$ cat src/rtl/preg_free_list_ctrl.sv
// Physical-register free list for the rename stage.
// Hands out free physical destinations and takes back registers released at retire.
// After reset the INIT state fills the list with NUM_AREG..NUM_PREG-1, then RUN.
// Optional macro FREELIST_BYPASS_EN: when the list is empty, a register freed in a cycle
// can be granted in that same cycle.
module preg_free_list_ctrl #(
  parameter int unsigned NUM_PREG = 64,
  parameter int unsigned NUM_AREG = 32
) (
  input  logic                                     clk,
  input  logic                                     rst,
  input  logic                                     alloc_req,
  output logic                                     alloc_ready,
  output logic [$clog2(NUM_PREG)-1:0]              alloc_preg,
  input  logic                                     free_valid,
  input  logic [$clog2(NUM_PREG)-1:0]              free_preg,
  output logic                                     init_done,
  output logic [$clog2(NUM_PREG-NUM_AREG):0]       free_count,
  output logic                                     err
);

  localparam int unsigned PW    = $clog2(NUM_PREG);
  localparam int unsigned DEPTH = NUM_PREG - NUM_AREG;
  localparam int unsigned AW    = $clog2(DEPTH);
  localparam int unsigned CW    = AW + 1;

  typedef enum logic [0:0] {StInit, StRun} state_e;

  state_e         state_q, state_d;
  logic [AW-1:0]  head_q, head_d;
  logic [AW-1:0]  tail_q, tail_d;
  logic [CW-1:0]  count_q, count_d;
  logic           err_q, err_d;
  logic [PW-1:0]  mem_q [DEPTH];

  logic           mem_we;
  logic [PW-1:0]  mem_wdata;
  logic           is_run, full, free_ok, free_acc, free_err;
  logic           bypass_hit, alloc_fire, bypass_take, pop, push;

  // Grant path, free acceptance and error detection.
  always_comb begin
    is_run   = (state_q == StRun);
    full     = (count_q == CW'(DEPTH));
    free_ok  = free_valid && is_run && (free_preg != '0);
`ifdef FREELIST_BYPASS_EN
    bypass_hit = free_ok && (count_q == '0);
`else
    bypass_hit = 1'b0;
`endif
    alloc_ready = is_run && ((count_q != '0) || bypass_hit);
    if (!alloc_ready) begin
      alloc_preg = '0;
    end else if (bypass_hit) begin
      alloc_preg = free_preg;
    end else begin
      alloc_preg = mem_q[head_q];
    end
    alloc_fire  = alloc_req && alloc_ready;
    // A full list may still take a free when an alloc makes room in the same cycle.
    free_acc    = free_ok && !(full && !alloc_fire);
    free_err    = free_valid && (!is_run || (free_preg == '0) || (full && !alloc_fire));
    // A bypassed grant consumes the freed register directly; the list is untouched.
    bypass_take = bypass_hit && alloc_fire;
    pop         = alloc_fire && !bypass_take;
    push        = free_acc && !bypass_take;
  end

  // Next-state: INIT fills one entry per cycle, RUN does alloc/free bookkeeping.
  always_comb begin
    state_d   = state_q;
    head_d    = head_q;
    tail_d    = tail_q;
    count_d   = count_q;
    err_d     = err_q | free_err;
    mem_we    = 1'b0;
    mem_wdata = free_preg;
    unique case (state_q)
      StInit: begin
        mem_we    = 1'b1;
        mem_wdata = PW'(NUM_AREG) + PW'(tail_q);
        tail_d    = tail_q + AW'(1);
        count_d   = count_q + CW'(1);
        if (tail_q == AW'(DEPTH - 1)) begin
          state_d = StRun;
        end
      end
      StRun: begin
        mem_we  = push;
        head_d  = head_q + AW'(pop);
        tail_d  = tail_q + AW'(push);
        count_d = count_q + CW'(push) - CW'(pop);
      end
      default: state_d = StInit;
    endcase
  end

  // Control state with synchronous reset.
  always_ff @(posedge clk) begin
    if (rst) begin
      state_q <= StInit;
      head_q  <= '0;
      tail_q  <= '0;
      count_q <= '0;
      err_q   <= 1'b0;
    end else begin
      state_q <= state_d;
      head_q  <= head_d;
      tail_q  <= tail_d;
      count_q <= count_d;
      err_q   <= err_d;
    end
  end

  // Entry storage; contents are don't-care until INIT rewrites them.
  always_ff @(posedge clk) begin
    if (!rst && mem_we) begin
      mem_q[tail_q] <= mem_wdata;
    end
  end

  assign init_done  = is_run;
  assign free_count = count_q;
  assign err        = err_q;

endmodule

$ cat config.mk
export PLATFORM = sky130hd
export DESIGN_NAME = preg_free_list_ctrl
export DESIGN_NICKNAME = d
export VERILOG_FILES = /design/src/rtl/preg_free_list_ctrl.sv
export SDC_FILE = /design/constraint.sdc
export NUM_CORES = 1
export LEC_CHECK = 0
export ABC_AREA = 1
export CORE_MARGIN = 1
export CORE_UTILIZATION = 40
export DETAILED_ROUTE_END_ITERATION = 16
export HOLD_SLACK_MARGIN = 0.05
export SKIP_CTS_REPAIR_TIMING = 1
export SLEW_MARGIN = 40
export SYNTH_ARGS = -nofsm -noshare
export SYNTH_HDL_FRONTEND = slang
export SYNTH_SLANG_ARGS = --single-unit
$ cat constraint.sdc
create_clock -name clk -period 3.3 [get_ports clk]
set_clock_uncertainty 0.15 [all_clocks]
set_input_delay 0.99 -clock clk [delete_from_list [all_inputs] [get_ports clk]]
set_output_delay 0.99 -clock clk [all_outputs]
set_load 0.005 [all_outputs]
==> metrics.md, run 1 <==
| Metric | Value |
|---|---|
| Status | `finished, final reports clean` |
| Starting Density | `41.2%` |
| FMAX | `303 MHz` |
| Dpl cells | `1235` |
| CTS buffer count | `24` |
| Synth cell types | `30` |
| Leakage | `4.49 nW` |
| DRT Pass-1 Iters | `5` |
| Synth Area per Inst | `10.8 um^2` |
| Vias in the first global route | `6172` |
| Max incr delay on CP | `360 ps` |
| Fraction of registers with async set/reset | `0%` |
| WL per Instance | `18.1 um` |
| Metal-1 WL | `10900 um` |
| Final number of setup-violating endpoints | `0` |
| Largest net degree at the start of global routing | `52` |
| Cells on worst reg2reg path | `18` |
| Top-count cell post-synth | `nand2_1` |
| Critical path fanouts, max | `6` |
| Htree depth | `1` |
| Worst rel slew slack | `52.4%` |
| CTS tree | `yes` |
| # IOs | `25` |
| Cell Rows | `55` |
| Non-Filler Instances | `1304` |
| Yosys warns | `0` |
| Critical path's slowest cell | `dfxtp_4` |
| Hold WS | `340 ps` |
| Design Area, Final | `12000 um^2` |
| Top Layer Used | `met4` |
| Die area | `24200 um^2` |
| Endpoint type of the worst setup path | `primary output` |
| # DRC | `0` |
| Global-route wire length before repair | `34400 um` |
| Minimum clock period | `3300 ps` |
| Synth top cells by count | `nand2_1, edfxtp_1, nand3_1` |
| Core area | `22900 um^2` |
| Worst hold path type | `flop to flop` |
| Number of port buffers | `24` |
| Placed instance area | `10400 um^2` |
| ANT cells | `0` |
| Chip width | `156 um` |
| RSZ-0062 raised after global routing | `true` |
| Synthesized flop and latch total | `215` |
| Final core occ | `52.3%` |
| Final hold violations | `0` |
| Total GRT Usage | `18.6%` |
| Synth top area share | `61.1%` |
| Max-slew violation count | `0` |
| Routed met3 length | `1200 um` |
| Arr. time, crit path | `2160 ps` |
| Post-synth EDFFs | `192` |
| Yosys top cell by area | `edfxtp_1` |
| Initial antenna violation count | `0` |
| CP Cell Sequence | `buf_12 -> clkinv_16 -> buf_12 -> clkbuf_16 -> nand2_2 -> nand3_2 -> nand3_2 -> nand2_2 -> nand2_1 -> nand3_1 -> nand2_1 -> nor2_2 -> clkbuf_2` |
| PwrDens | `482 nW/um^2` |
| Peak VDD IR | `0.278 mV` |
| Num Clock Sinks | `215` |
| Fin nets | `1002` |
| Synth Net Count | `904` |
| Die H | `156 um` |
| Clk slew on worst S/H paths | `60 ps` |
| DP HPWL | `13900 um` |
| Via count | `6614` |
| Worst slew pin tran | `714 ps` |
| Drt total wl | `23600 um` |
| Worst EP required | `2160 ps` |
| Post-Syn Area | `9440 um^2` |
| Max-cap violations | `0` |
| Initial DRC count | `562` |
| Mapped Cells | `875` |
| Tcrit/Tclk final | `99.9%` |
| Synth Flop Type | `edfxtp_1` |
| Metal2 WL | `11100 um` |
| Clk_lat worst skew | `500 ps` |
| Overflow after GRT | `0` |
| Final Wtd Congestion | `0.840` |
| CTS root buf | `clkbuf_16` |
| Setup_tns | `0 ps` |
| Share of layout cells above drive strength 1 | `25.2%` |
| Hold path cells | `2` |
| Startpoint Class | `flop` |
| WS Path Type | `flop to primary output` |
| Sequential fraction of the synthesis area | `66.0%` |
| Post-DRT Antenna Nets | `0` |
| Longest Clk Path Bufs | `3` |
| P&R area growth vs syn | `26.9%` |
| Top post-synthesis cells by area | `edfxtp_1, nand2_1, nand3_1, dfxtp_1, ha_1` |
| Vias per cell | `5.07` |
cell families (layout without fill, tap and decap cells):
kind of cell	Yosys count	in the layout	synth area share, %
flops	215	215	66.0
simple gates	506	506	23.6
xor+xnor	4	4	0.371
buf+inv	80	196	4.65
fa+ha+maj	19	19	2.60
compound gates	51	51	2.85
state kept, by name (all words and copies together) (netlist names), named ones only:
signal,count
head_q,5
free_count,6
mem_q,192
tail_q,5
err,1
init_done,1
critical path: cells and delay by family, from the launching register on:
kind,cells,cell delay (ps)
buf+inv,5,640
flops,1,360
simple gates,8,640
cells in the final DEF, fill, tap and decap left out, drive strengths merged, types with 2 or more instances in the layout:
cell type,Yosys,routed
nor2,57,57
dlymetal6s2s,0,2
clkinv,2,13
ha,18,18
edfxtp,192,192
clkbuf,11,40
dfxtp,23,23
clkinvlp,0,3
o21ai,32,32
buf,34,87
clkdlybuf4s50,0,18
nand2,266,266
nand4,3,3
xor2,3,3
bufinv,0,2
a21oi,18,18
nand3,147,147
nor3,32,32
inv,33,31
worst paths after layout:
path / startpoint / end / slack, ps
worst max-delay path: flop / alloc_preg[4] / 3
worst min-delay path: err / err / 340
worst max register to register: free_count[4] / free_count[4] / 400
worst min register to register: err / err / 340
per-stage QoR:
stage	worst slack (ps)	power (mW)
2_1_floorplan	373	3.16
3_3_place_gp	-166	3.26
3_5_place_dp	-209	3.26
4_1_cts	-388	5.81
5_1_grt	-71.6	5.96
6_report	3.40	5.77
report_power, final:
| group | total [mW] | switching [mW] | internal (mW) | leakage (nW) |
|---|---|---|---|---|
| sequential | 2.99 | 0.00951 | 2.98 | 1.93 |
| combinational | 0.221 | 0.147 | 0.0746 | 2.19 |
| clock | 2.57 | 1.03 | 1.54 | 0.370 |
| total | 5.77 | 1.19 | 4.59 | 4.49 |
cell type report:
class | count | area (um^2)
fillers | 2000 | 10900
flip-flops and latches | 215 | 6230
multi-input cells | 580 | 3160
repair buffers | 117 | 1270
clock buffers | 30 | 644
well taps | 313 | 392
inverters | 35 | 161
clock inverters | 14 | 119
layer usage:
metal | GRT usage, % | vias to the layer above
li1 | - | 3225
met1 | 25.9 | 3178
met2 | 30.5 | 180
met3 | 3.00 | 31
met4 | 4.48 | 0
met5 | 0 | -
(Power assumes the default switching activity.)
==> inputs of run 2 (changes only) <==
CTS_CLUSTER_SIZE = 10   (was default)
==> run 2 against run 1 <==
Effect of this change:
- design area increased by 0.51%
- critical path depth unchanged
- core utilization increased by 0.27 points
- critical endpoint is now alloc_preg[3]
- via count up 1.9%
- die area unchanged
- count of clock-buffer cells in the layout is 15 higher
- highest routed layer unchanged
==> metrics.md, run 2 (synthesis results as in run 1) <==
| Metric | Value |
|---|---|
| Dpl cells | `1235 (unchanged)` |
| Share of layout cells above drive strength 1 | `25.9% (+0.65 points)` |
| R2r setup slk | `400 ps (about the same)` |
| Post-DRT Antenna Nets | `0 (unchanged)` |
| Critical path fanouts, max | `7 (+1)` |
| Worst setup margin | `20.8 ps (+17.4 ps)` |
| Starting Density | `41.2% (unchanged)` |
| FMAX | `305 MHz (+0.53%)` |
| Cells on worst reg2reg path | `18 (unchanged)` |
| Chip width | `156 um (unchanged)` |
| Placed instance area | `10400 um^2 (unchanged)` |
| DRT Pass-1 Iters | `5 (unchanged)` |
| Worst hold path type | `flop to flop` |
| Hold WS | `339 ps (-0.472 ps)` |
| CTS buffer count | `25 (+4.2%)` |
| Clk slew on worst S/H paths | `60 ps (about the same)` |
| Minimum clock period | `3280 ps (-17.4 ps)` |
| Cell Rows | `55 (unchanged)` |
| Arr. time, crit path | `2140 ps (-20 ps)` |
| CTS root buf | `clkbuf_16` |
| Design Area, Final | `12000 um^2 (+0.51%)` |
| Max-slew violation count | `0 (unchanged)` |
| Vias in the first global route | `6144 (-0.45%)` |
| Worst EP required | `2160 ps (about the same)` |
| Die area | `24200 um^2 (unchanged)` |
| Setup_tns | `0 ps (unchanged)` |
| Longest Clk Path Bufs | `3 (unchanged)` |
| Design Power | `5.67 mW (-1.8%)` |
| Fill count | `1974 (-1.3%)` |
| Number of port buffers | `24 (unchanged)` |
| Fin nets | `1008 (+0.60%)` |
| Hold_sp | `err` |
| Die H | `156 um (unchanged)` |
| Core area | `22900 um^2 (unchanged)` |
| Reg2reg start | `free_count[4]` |
| Initial antenna violation count | `0 (unchanged)` |
| Drt total wl | `24100 um (+2.3%)` |
| Status | `finished, final reports clean` |
| Vias per cell | `5.14 (+1.4%)` |
| Peak VDD IR | `0.290 mV (+4.3%)` |
| CTS tree | `yes` |
| Max FFs per register | `192 (unchanged)` |
| Global-route wire length before repair | `34400 um (-0.12%)` |
| Initial DRC count | `559 (-0.53%)` |
| PwrDens | `470 nW/um^2 (-2.3%)` |
| Clk_lat worst skew | `500 ps (about the same)` |
| WS Path Type | `flop to primary output` |
| Startpoint Class | `flop` |
| Final Wtd Congestion | `0.840 (unchanged)` |
| Htree depth | `1 (unchanged)` |
| Most common cell after layout, fill and taps aside | `nand2_1` |
| Tcrit/Tclk final | `99.4% (-0.53 points)` |
| Max-cap violations | `0 (unchanged)` |
| Overflow after GRT | `0 (unchanged)` |
| Total GRT Usage | `18.6% (about the same)` |
| # IOs | `25 (unchanged)` |
| Num Clock Sinks | `215 (unchanged)` |
| Final core occ | `52.6% (+0.27 points)` |
| Final number of setup-violating endpoints | `0 (unchanged)` |
| P&R area growth vs syn | `27.6%` |
| WL per Instance | `18.4 um (+1.8%)` |
| RSZ-0062 raised after global routing | `true` |
| Worst slew pin tran | `726 ps (+11.2 ps)` |
| Dpl ws | `-209 ps (unchanged)` |
| # DRC | `0 (unchanged)` |
| Hold path cells | `2 (unchanged)` |
| Reg with most FFs | `mem_q` |
| Via count | `6739 (+1.9%)` |
| Largest net degree at the start of global routing | `52 (unchanged)` |
| Non-Filler Instances | `1310 (+0.46%)` |
| DP HPWL | `13900 um (unchanged)` |
| Leakage | `4.48 nW (-0.15%)` |
| Endpoint type of the worst setup path | `primary output` |
| ANT cells | `0 (unchanged)` |
| Commonest non-fill, non-tap cells in the layout | `nand2_1, edfxtp_1, nand3_1, buf_4, nor2_1` |
| Final hold violations | `0 (unchanged)` |
| Worst rel slew slack | `51.6% (-0.75 points)` |
[run 2: cell types whose count changed in the layout (fill, tap and decap cells not counted), sizes merged]
cell,change
dlymetal6s2s,-2
buf,+3
bufinv,-2
clkinv,-10
clkbuf,+19
clkinvlp,-2
[run 2: path summary, 6_finish.rpt]
check	endpoint
max	alloc_preg[3]
min	err
min reg2reg	err
max reg2reg	free_count[4]
[run 2: where the power goes]
part           internal (mW)  switching, mW  total, mW
Clock                   1.46           1.00       2.46
Combinational         0.0751          0.147      0.222
Sequential              2.98        0.00944       2.99
[run 2: metal layers]
layer,track usage (%),part of all wire [%],up-vias
li1,-,-,3241
met1,25.9,45,3274
met2,30.4,48,197
met3,3.00,5.9,27
met4,4.72,1.5,0
met5,0,0,-
[run 2: final cells by class]
class                      count  area, um^2  area share [%]
sequential                   215        6230            51.8
multi-input combinational    580        3190            26.5
timing repair buffer         122        1340            11.1
clock buffer                  45         721            5.98
tap                          313         392            3.25
inverter                      35         161            1.34
[run 2: worst max-delay path: stages (launching register included)]
cell	delay, ps
dfxtp_4	360
buf_12	140
clkinv_16	70
buf_12	150
buf_12	130
nand2_1	70
nand3_2	70
nand3_2	80
nand2_2	120
nand2_2	60
nand3_2	80
nand2_2	70
nor2_4	120
buf_2	120
==> inputs of run 3 (changes only) <==
CAP_MARGIN = 10   (was default)
CORE_MARGIN = 2   (was 1)
==> run 3 against run 2 <==
Effect of this change:
- register-to-register slack gained 60 ps
- global-route usage fell by 0.94 points
- via count decreased by 2.8%
- clock power is essentially flat
- power fell by 0.49%
- count of clock-buffer cells in the layout decreased by 1
- routed wire length is 4.7% lower
- largest cell class unchanged
- largest power group unchanged
==> metrics.md, run 3 (synthesis results as in run 1) <==
| Metric | Value |
|---|---|
| Worst hold path type | `flop to flop` |
| Status | `finished, final reports clean` |
| Minimum clock period | `3250 ps (-30.0 ps)` |
| CTS root buf | `clkbuf_16` |
| Fin nets | `998 (-0.99%)` |
| Largest net degree at the start of global routing | `67 (+29%)` |
| Starting Density | `40.5% (-0.74 points)` |
| Total GRT Usage | `17.7% (-0.94 points)` |
| Post-DRT Antenna Nets | `0 (unchanged)` |
| Worst EP required | `2160 ps (about the same)` |
| Number of port buffers | `24 (unchanged)` |
| Vias in the first global route | `6181 (+0.60%)` |
| Global-route wire length before repair | `33700 um (-1.9%)` |
| Clk_lat worst skew | `520 ps (+20 ps)` |
| PwrDens | `491 nW/um^2 (+4.5%)` |
| Worst rel slew slack | `53.2% (+1.5 points)` |
| WL per Instance | `17.6 um (-4.4%)` |
| Max FFs per register | `192 (unchanged)` |
| Non-Filler Instances | `1305 (-0.38%)` |
| Initial antenna violation count | `0 (unchanged)` |
| # IOs | `25 (unchanged)` |
| Tcrit/Tclk final | `98.5% (-0.91 points)` |
| Peak VDD IR | `0.284 mV (-2.0%)` |
| Overflow after GRT | `0 (unchanged)` |
| ANT cells | `0 (unchanged)` |
| Chip width | `158 um (+1.3%)` |
| Die area | `24800 um^2 (+2.6%)` |
| Placed instance area | `10400 um^2 (-0.43%)` |
| Worst slew pin tran | `703 ps (-23.2 ps)` |
| CTS tree | `yes` |
| Design Power | `5.64 mW (-0.49%)` |
| Final number of setup-violating endpoints | `0 (unchanged)` |
| Design Area, Final | `11500 um^2 (-4.8%)` |
| Clk slew on worst S/H paths | `60 ps (about the same)` |
| RSZ-0062 raised after global routing | `true` |
| DP HPWL | `13100 um (-5.8%)` |
| Via count | `6551 (-2.8%)` |
| R2r setup slk | `460 ps (+60 ps)` |
| Drt total wl | `23000 um (-4.7%)` |
| Startpoint Class | `flop` |
| Commonest non-fill, non-tap cells in the layout | `nand2_1, edfxtp_1, nand3_1, buf_4, nor2_1` |
| # DRC | `0 (unchanged)` |
| Htree depth | `1 (unchanged)` |
| Cell Rows | `56 (+1.8%)` |
| CTS buffer count | `25 (unchanged)` |
| Max-cap violations | `0 (unchanged)` |
| Max-slew violation count | `0 (unchanged)` |
| Vias per cell | `5.02 (-2.4%)` |
| Final hold violations | `0 (unchanged)` |
| WS Path Type | `flop to primary output` |
| Critical path fanouts, max | `7 (unchanged)` |
| Endpoint type of the worst setup path | `primary output` |
| Arr. time, crit path | `2110 ps (-30 ps)` |
| Num Clock Sinks | `215 (unchanged)` |
| Initial DRC count | `531 (-5.0%)` |
| Leakage | `4.31 nW (-3.9%)` |
| Reg with most FFs | `mem_q` |
| Dpl cells | `1241 (+0.49%)` |
| DRT Pass-1 Iters | `4 (-1)` |
| Share of layout cells above drive strength 1 | `16.7% (-9.1 points)` |
| Longest Clk Path Bufs | `3 (unchanged)` |
| FMAX | `308 MHz (+0.92%)` |
| Core area | `23300 um^2 (+1.8%)` |
| Die H | `158 um (+1.3%)` |
| Final Wtd Congestion | `0.818 (-2.6%)` |
| Most common cell after layout, fill and taps aside | `nand2_1` |
| P&R area growth vs syn | `21.5%` |
## run 3: cell count changes in the layout (fill, tap and decap cells not counted), sizes merged
cell	change
dlymetal6s2s	+2
clkdlybuf4s50	-1
buf	-8
inv	+1
clkbuf	-5
## run 3: final timing paths
| check | start | endpoint | depth (start not counted) |
|---|---|---|---|
| max | flop | alloc_preg[2] | 13 |
| max reg2reg | free_count[4] | free_count[4] | 18 |
| min | err | err | 2 |
| min reg2reg | err | err | 2 |
## run 3: power by group
part           total, mW  switching [mW]  internal, mW
clock               2.44            1.01          1.43
combinational      0.211           0.139        0.0717
sequential          2.99         0.00937          2.98
## run 3: critical path, cell delays in order, from the launching register on
cell and delay [ps]:
dfxtp_4 380, buf_8 150, buf_6 120, inv_6 70, buf_4 110, nand2_1 50, nand3_1 60, nand3_1 70
nand2_1 80, nand2_1 70, nand3_2 100, nand2_2 80, nor2_4 120, clkbuf_2 110
## run 3: layer usage
layer	vias up	track usage, %	routed length, um	share of wire (%)
met2	189	29.9	11100	49
met5	-	0	0	0
met1	3111	23.7	10000	44
met3	41	2.85	1320	5.7
met4	0	4.76	482	2.1
li1	3210	-	-	-
## run 3: per-stage QoR
| stage | TNS [ps] | utilization (%) | hold slack (ps) | setup WS, ps |
|---|---|---|---|---|
| floorplan | 0 | - | 307 | 373 |
| global placement | -215 | 44.6 | 323 | -170 |
| detailed placement | -245 | 44.6 | 313 | -184 |
| CTS | -2440 | 47.6 | 339 | -420 |
| global route | -78.3 | 49.2 | 394 | -28.5 |
| finish | 0 | 49.2 | 342 | 50.8 |
## run 3: final cells by class
| cell class | count | area [um^2] |
|---|---|---|
| clock buffer | 44 | 707 |
| tap | 319 | 399 |
| timing repair inverter | 1 | 8.76 |
| timing repair buffer | 111 | 1110 |
| fill | 2097 | 11900 |
| sequential | 215 | 6230 |
| inverter | 35 | 148 |
| multi-input combinational | 580 | 2870 |
